--- src/rtl/ethernet_rx_frame_parser.sv ---
// Receive-side Ethernet parser: captures the 42-byte ARP/IPv4 header, filters against the
// local MAC/IP, and serializes ICMP/UDP payload bytes one per cycle.
module ethernet_rx_frame_parser #(
    parameter logic [47:0] FPGA_MAC         = 48'h211abcdef112,
    parameter logic [31:0] FPGA_IP          = 32'hC0000186,
    parameter int unsigned ICMP_MAX_PAYLOAD = 63
) (
    input  logic         i_clk,
    input  logic         i_reset,
    input  logic [63:0]  i_data,
    input  logic [7:0]   i_keep,
    input  logic         i_valid,
    input  logic         i_last,
    output logic         o_ready,
    output logic [335:0] o_hdr,
    output logic         o_is_arp,
    output logic         o_is_icmp,
    output logic         o_is_udp,
    output logic         o_hdr_valid,
    output logic [7:0]   o_payload_word,
    output logic         o_icmp_valid,
    output logic         o_udp_valid,
    output logic         o_frame_done,
    output logic         o_drop
);

    localparam logic [1:0] S_HDR     = 2'd0;
    localparam logic [1:0] S_PAYLOAD = 2'd1;
    localparam logic [1:0] S_DISCARD = 2'd2;
    localparam logic [1:0] S_ARP     = 2'd3;
    localparam logic [15:0] ICMP_MAX = 16'(ICMP_MAX_PAYLOAD);

    logic [1:0]   state_q, state_d;
    logic [2:0]   w_q, w_d;
    logic [319:0] shadow_q, shadow_d;
    logic [335:0] hdr_q, hdr_d;
    logic         is_arp_q, is_arp_d, is_icmp_q, is_icmp_d, is_udp_q, is_udp_d;
    logic         hdr_valid_q, hdr_valid_d, done_q, done_d, drop_q, drop_d;
    logic [7:0]   pay_q, pay_d;
    logic         icmp_v_q, icmp_v_d, udp_v_q, udp_v_d;
    logic [63:0]  buf_q, buf_d;
    logic [3:0]   rem_q, rem_d;
    logic [15:0]  len_q, len_d;
    logic         last_q, last_d;

    logic         accept;
    logic [3:0]   nkeep;
    logic [335:0] hdr_full;
    logic [47:0]  mac_dst;
    logic [15:0]  ethertype, oper, tot_len, pay_len;
    logic [31:0]  tpa, ip_dst;
    logic [7:0]   ver_ihl, proto, icmp_type;
    logic         mac_uni, mac_bcast, arp_ok, ip_ok, icmp_ok, udp_ok;
    logic         emit, emit_icmp, emit_udp;
    logic [7:0]   emit_byte;
    logic [15:0]  emit_len;
    logic [3:0]   ld_n;

    assign o_ready = (state_q != S_PAYLOAD) || ((rem_q <= 4'd1) && !last_q);
    assign accept  = i_valid && o_ready;

    always_comb begin
        nkeep = '0;
        for (int unsigned b = 0; b < 8; b++) nkeep = nkeep + {3'b000, i_keep[b]};
    end

    // Word 5 contributes header bytes 40..41 from its top two lanes.
    assign hdr_full  = {shadow_q, i_data[63:48]};
    assign mac_dst   = hdr_full[335:288];
    assign ethertype = hdr_full[239:224];
    assign ver_ihl   = hdr_full[223:216];
    assign tot_len   = hdr_full[207:192];
    assign oper      = hdr_full[175:160];
    assign proto     = hdr_full[151:144];
    assign ip_dst    = hdr_full[95:64];
    assign icmp_type = hdr_full[63:56];
    assign tpa       = hdr_full[31:0];
    assign pay_len   = tot_len - 16'd28;

    assign mac_uni   = (mac_dst == FPGA_MAC);
    assign mac_bcast = (mac_dst == '1);
    assign arp_ok    = (ethertype == 16'h0806) && (oper == 16'd1) && (tpa == FPGA_IP)
                       && (mac_uni || mac_bcast);
    assign ip_ok     = (ethertype == 16'h0800) && (ver_ihl == 8'h45) && (ip_dst == FPGA_IP)
                       && mac_uni && (tot_len >= 16'd28);
    assign icmp_ok   = ip_ok && (proto == 8'd1) && (icmp_type == 8'd8) && (pay_len <= ICMP_MAX);
    assign udp_ok    = ip_ok && (proto == 8'd17);
    assign ld_n      = nkeep - 4'd2;

    always_comb begin
        state_d = state_q;  w_d = w_q;  shadow_d = shadow_q;  hdr_d = hdr_q;
        is_arp_d = is_arp_q;  is_icmp_d = is_icmp_q;  is_udp_d = is_udp_q;
        hdr_valid_d = 1'b0;  done_d = 1'b0;  drop_d = 1'b0;
        pay_d = pay_q;  icmp_v_d = 1'b0;  udp_v_d = 1'b0;
        buf_d = buf_q;  rem_d = rem_q;  len_d = len_q;  last_d = last_q;
        emit = 1'b0;  emit_byte = '0;  emit_len = len_q;
        emit_icmp = is_icmp_q;  emit_udp = is_udp_q;

        case (state_q)
            S_HDR: if (accept) begin
                if (w_q != 3'd5) begin
                    shadow_d = {shadow_q[255:0], i_data};
                    if (i_last) begin
                        drop_d = 1'b1;
                        w_d    = '0;
                    end else begin
                        w_d = w_q + 3'd1;
                    end
                end else begin
                    w_d = '0;
                    if (nkeep < 4'd2) begin
                        drop_d  = 1'b1;
                        state_d = i_last ? S_HDR : S_DISCARD;
                    end else begin
                        hdr_d     = hdr_full;
                        is_arp_d  = arp_ok;
                        is_icmp_d = icmp_ok;
                        is_udp_d  = udp_ok;
                        if (arp_ok) begin
                            hdr_valid_d = 1'b1;
                            if (i_last) done_d = 1'b1;
                            else        state_d = S_ARP;
                        end else if (icmp_ok || udp_ok) begin
                            hdr_valid_d = 1'b1;
                            state_d     = S_PAYLOAD;
                            len_d       = pay_len;
                            last_d      = i_last;
                            emit_len    = pay_len;
                            emit_icmp   = icmp_ok;
                            emit_udp    = udp_ok;
                            // Byte 42 goes straight out; bytes 43..47 wait in the buffer.
                            if (ld_n != 4'd0) begin
                                emit      = 1'b1;
                                emit_byte = i_data[47:40];
                                buf_d     = {i_data[39:0], 24'h0};
                                rem_d     = ld_n - 4'd1;
                            end else begin
                                rem_d = '0;
                            end
                        end else begin
                            drop_d  = 1'b1;
                            state_d = i_last ? S_HDR : S_DISCARD;
                        end
                    end
                end
            end
            S_PAYLOAD: begin
                if ((rem_q == 4'd0) && last_q) begin
                    if (len_q == 16'd0) done_d = 1'b1;
                    else                drop_d = 1'b1;
                    last_d  = 1'b0;
                    state_d = S_HDR;
                end else if (rem_q != 4'd0) begin
                    emit      = 1'b1;
                    emit_byte = buf_q[63:56];
                    buf_d     = {buf_q[55:0], 8'h0};
                    rem_d     = rem_q - 4'd1;
                    if (accept) begin
                        buf_d  = i_data;
                        rem_d  = nkeep;
                        last_d = i_last;
                    end
                end else if (accept) begin
                    emit      = 1'b1;
                    emit_byte = i_data[63:56];
                    buf_d     = {i_data[55:0], 8'h0};
                    rem_d     = nkeep - 4'd1;
                    last_d    = i_last;
                end
            end
            S_ARP: if (accept && i_last) begin
                done_d  = 1'b1;
                state_d = S_HDR;
            end
            default: if (accept && i_last) state_d = S_HDR;
        endcase

        // Bytes past the IP length are padding: consumed but never flagged valid.
        if (emit) begin
            pay_d = emit_byte;
            if (emit_len != 16'd0) begin
                icmp_v_d = emit_icmp;
                udp_v_d  = emit_udp;
                len_d    = emit_len - 16'd1;
            end
        end
    end

    always_ff @(posedge i_clk or posedge i_reset) begin
        if (i_reset) begin
            state_q <= S_HDR;  w_q <= '0;  shadow_q <= '0;  hdr_q <= '0;
            is_arp_q <= 1'b0;  is_icmp_q <= 1'b0;  is_udp_q <= 1'b0;
            hdr_valid_q <= 1'b0;  done_q <= 1'b0;  drop_q <= 1'b0;
            pay_q <= '0;  icmp_v_q <= 1'b0;  udp_v_q <= 1'b0;
            buf_q <= '0;  rem_q <= '0;  len_q <= '0;  last_q <= 1'b0;
        end else begin
            state_q <= state_d;  w_q <= w_d;  shadow_q <= shadow_d;  hdr_q <= hdr_d;
            is_arp_q <= is_arp_d;  is_icmp_q <= is_icmp_d;  is_udp_q <= is_udp_d;
            hdr_valid_q <= hdr_valid_d;  done_q <= done_d;  drop_q <= drop_d;
            pay_q <= pay_d;  icmp_v_q <= icmp_v_d;  udp_v_q <= udp_v_d;
            buf_q <= buf_d;  rem_q <= rem_d;  len_q <= len_d;  last_q <= last_d;
        end
    end

    assign o_hdr          = hdr_q;
    assign o_is_arp       = is_arp_q;
    assign o_is_icmp      = is_icmp_q;
    assign o_is_udp       = is_udp_q;
    assign o_hdr_valid    = hdr_valid_q;
    assign o_payload_word = pay_q;
    assign o_icmp_valid   = icmp_v_q;
    assign o_udp_valid    = udp_v_q;
    assign o_frame_done   = done_q;
    assign o_drop         = drop_q;

endmodule

--- config.mk ---
export PLATFORM = sky130hd
export DESIGN_NAME = ethernet_rx_frame_parser
export DESIGN_NICKNAME = d
export VERILOG_FILES = /design/src/rtl/ethernet_rx_frame_parser.sv
export SDC_FILE = /design/constraint.sdc
export NUM_CORES = 2
export LEC_CHECK = 0
export CORE_MARGIN = 5
export CORE_UTILIZATION = 35
export DETAILED_ROUTE_END_ITERATION = 6
export GPL_TIMING_DRIVEN = 1
export PLACE_DENSITY_LB_ADDON = 0.1
export SLEW_MARGIN = 15
export SYNTH_ARGS = -nofsm -noshare
export SYNTH_HDL_FRONTEND = slang
export SYNTH_SLANG_ARGS = --single-unit
--- constraint.sdc ---
create_clock -name i_clk -period 70.7 [get_ports i_clk]
set_clock_uncertainty 0.15 [all_clocks]
set_input_delay 10.605 -clock i_clk [delete_from_list [all_inputs] [get_ports i_clk]]
set_output_delay 10.605 -clock i_clk [all_outputs]
set_load 0.03 [all_outputs]
==> flow_metrics.py <==
metrics = {
    "status": {
        "outcome": "complete, no violations",
    },
    "sta": {
        "final_max_slew_viol_count": 0,
        "setup_tns_ns": 0,
        "period_minus_slack_ns": 16.95,
        "setup_ws_ns": 53.75,
        "timing.fmax_ghz": 0.05901,
        "worst_pin_slew_ns": 1.306,
        "timing.final.crit_share_pct": 23.97,
        "finalHoldViolations": 0,
        "setup_viol": 0,
        "rsz0062_at_grt": "false",
        "max_slew_margin_pct": 12.95,
    },
    "synthesis": {
        "syn_nets": 3212,
        "ys_types": 68,
        "synth_edf_count": 0,
        "ys_ff_latch": 762,
        "synthFlopType": "dfrtp_1",
        "ys_seq_area_share_pct": 59.47,
        "synth_area_um2": 32070,
        "syn_inst": 3113,
        "async_reset_ff_share_pct": 100.0,
        "ys_warn_count": 0,
        "syn_area_per_cell_um2": 10.30,
    },
    "drt": {
        "drc": 0,
        "num_vias": 24300,
        "wl_per_cell_um": 22.59,
        "vias_per_cell": 5.152,
        "detail-route-antenna-nets": 0,
        "drt_iter0_markers": 1686,
        "drt_wl_total_um": 106600,
        "firstDrtPassIters": 5,
    },
    "cts": {
        "post-cts-setup-buffers": 0,
        "cts_resized": 0,
        "cts_sinks": 762,
        "htreeDepth": 3,
        "clock_path_buffers": 3,
        "cts-root-buf": "clkbuf_16",
        "cts_tree": "built",
        "cts.reportedPaths.clkPinSlew_ns": 0.06,
        "cts_hold_buf": 0,
        "insertion_delay_ns": 0.63,
        "cts_buffers": 84,
    },
    "placed_design": {
        "routabilityCongestion": 0.8124,
        "place_hpwl_um": 74900,
        "io_buffers": 428,
        "pre_cts_slack_ns": 52.86,
    },
    "global_route": {
        "grt_pass1_vias": 24600,
        "grtUsageTotal_pct": 21.26,
        "grt-ovfl-total": 0,
        "grt_first_pass_wirelength_um": 160300,
        "grt_max_degree": 223,
        "antenna_found_initial": 4,
    },
    "floorplan": {
        "die_h_um": 312.7,
        "rows": 111,
        "die-area_um2": 97770,
        "core_region_area_um2": 91250,
        "ioPinCount": 429,
        "dieWidth_um": 312.7,
        "start_util_pct": 35.14,
    },
    "layout": {
        "num-fill-cells": 8656,
        "mostFrequentLayoutCells": "nand2_1, dfrtp_1, clkdlybuf4s50_1, mux2_2, clkbuf_16",
        "drive_above_1_share_pct": 14.54,
        "final_common_cell": "nand2_1",
        "fin_nets": 3566,
        "area_growth_pct": 25.18,
    },
    "pwr": {
        "ir_worst_vdd_mv": 0.01862,
        "p_leak_nw": 18.67,
        "p_per_area_nw_per_um2": 37.02,
    },
    "critical_path": {
        "cp-end-kind": "register",
        "crit_path_max_fanout": 48,
        "start_kind": "input pin",
        "crit_start": "i_keep[0]",
        "path_class": "in2reg",
        "r2r-start": "shadow_q[179]",
        "cp_data_arrival_time_ns": 17.27,
        "crit_required_ns": 71.02,
    },
    "run": {
        "maxCapViolCount": 0,
    },
    "min_path": {
        "hp-class": "reg2reg",
        "holdCritStartpoint": "shadow_q[265]",
    },
}
[synth_stat cells (20+ instances only)]
cell type	n	area share (%)
mux2i_1	20	0.62
nand4_1	22	0.43
xnor2_1	23	0.63
o21ai_0	72	1.1
nor4_1	26	0.51
nand3_1	45	0.70
a21oi_1	75	1.2
clkbuf_1	160	1.9
nand2_1	1240	15
a311oi_1	41	1.1
dfrtp_1	762	59
mux2_2	319	11
nor2_1	83	0.97
[area by class of cell]
| cell class | count | area, um^2 | share of cell area (%) |
|---|---|---|---|
| sequential | 762 | 19070 | 47.51 |
| multi-input combinational | 2148 | 12210 | 30.42 |
| timing repair buffer | 452 | 4522 | 11.27 |
| clock buffer | 117 | 2469 | 6.150 |
| tap | 1186 | 1484 | 3.697 |
| clock inverter | 30 | 299.0 | 0.7450 |
| inverter | 19 | 78.83 | 0.1964 |
| antenna | 3 | 7.507 | 0.01870 |
[flip-flops by register name, summed over array words and instances, names as in the netlist]
register,cells
len_q,16
o_drop,1
o_hdr_valid,1
o_is_udp,1
shadow_q,320
o_is_icmp,1
o_udp_valid,1
last_q,1
o_is_arp,1
rem_q,4
buf_q,64
o_hdr,336
state_q,2
o_frame_done,1
w_q,3
o_icmp_valid,1
o_payload_word,8
[logic make-up after synthesis]
kind of cell / after synthesis / share of synthesized area (%)
xor gates and xnor gates: 36 / 0.9833
AOI/OAI and AO/OA: 251 / 5.034
adders and majority gates: 23 / 0.9911
and+or+nand+nor: 1496 / 18.92
muxes: 342 / 11.99
DFF: 762 / 59.47
buffers and inverters: 203 / 2.614
[critical path: stages]
cell and delay (ns):
clkdlybuf4s50_1 0.43, fa_1 0.53, inv_1 0.05, fa_1 0.46, fa_1 0.50, inv_1 0.04
ha_1 0.20, fa_1 0.59, inv_1 0.19, o21a_1 0.34, or2_4 0.62, a211o_1 0.55
buf_8 0.26, mux2i_1 0.34, ha_1 0.25, nand2_1 0.08, o31a_1 0.25, mux2_4 0.28
nand3_2 0.17, mux2i_1 0.28, xnor2_1 0.15, mux2i_1 0.09
[report_power, final]
group	switching, mW	internal, mW
combinational	0.224	0.169
clock	0.181	0.258
sequential	0.113	0.542
[routing by layer]
metal,GRT usage [%],vias up,wire length [um]
met3,4.132,155,6705
met4,6.151,0,2943
met5,0,-,0
met2,33.03,746,48040
met1,30.53,12310,48880
li1,-,11090,-
[final timing paths]
path | slack (ns) | to | cells after the start
max | 53.75 | len_q[9] | 22
min | 0.31 | o_hdr[281] | 2
max reg2reg | 64.99 | len_q[9] | 16
min reg2reg | 0.31 | o_hdr[281] | 2
max in group asynchronous | 57.60 | o_hdr[53] | 4
min in group asynchronous | 10.35 | o_hdr[211] | 2
[through the flow]
stage               total power, mW  hold WS (ns)  cell area [um^2]  util, %  std cells
finish                        1.486        0.3148             40140    43.99       4717
global route                  1.556        0.3384             40130    43.98       4714
CTS                           1.503        0.3201             40120    43.96       4713
detailed placement            1.059        0.3014             37350    40.93       4566
global placement              1.050        0.2940             37350    40.93       4566
floorplan                    0.8494        0.2831             32070        -       3113
Note: power is estimated with default switching activity, not from simulation.
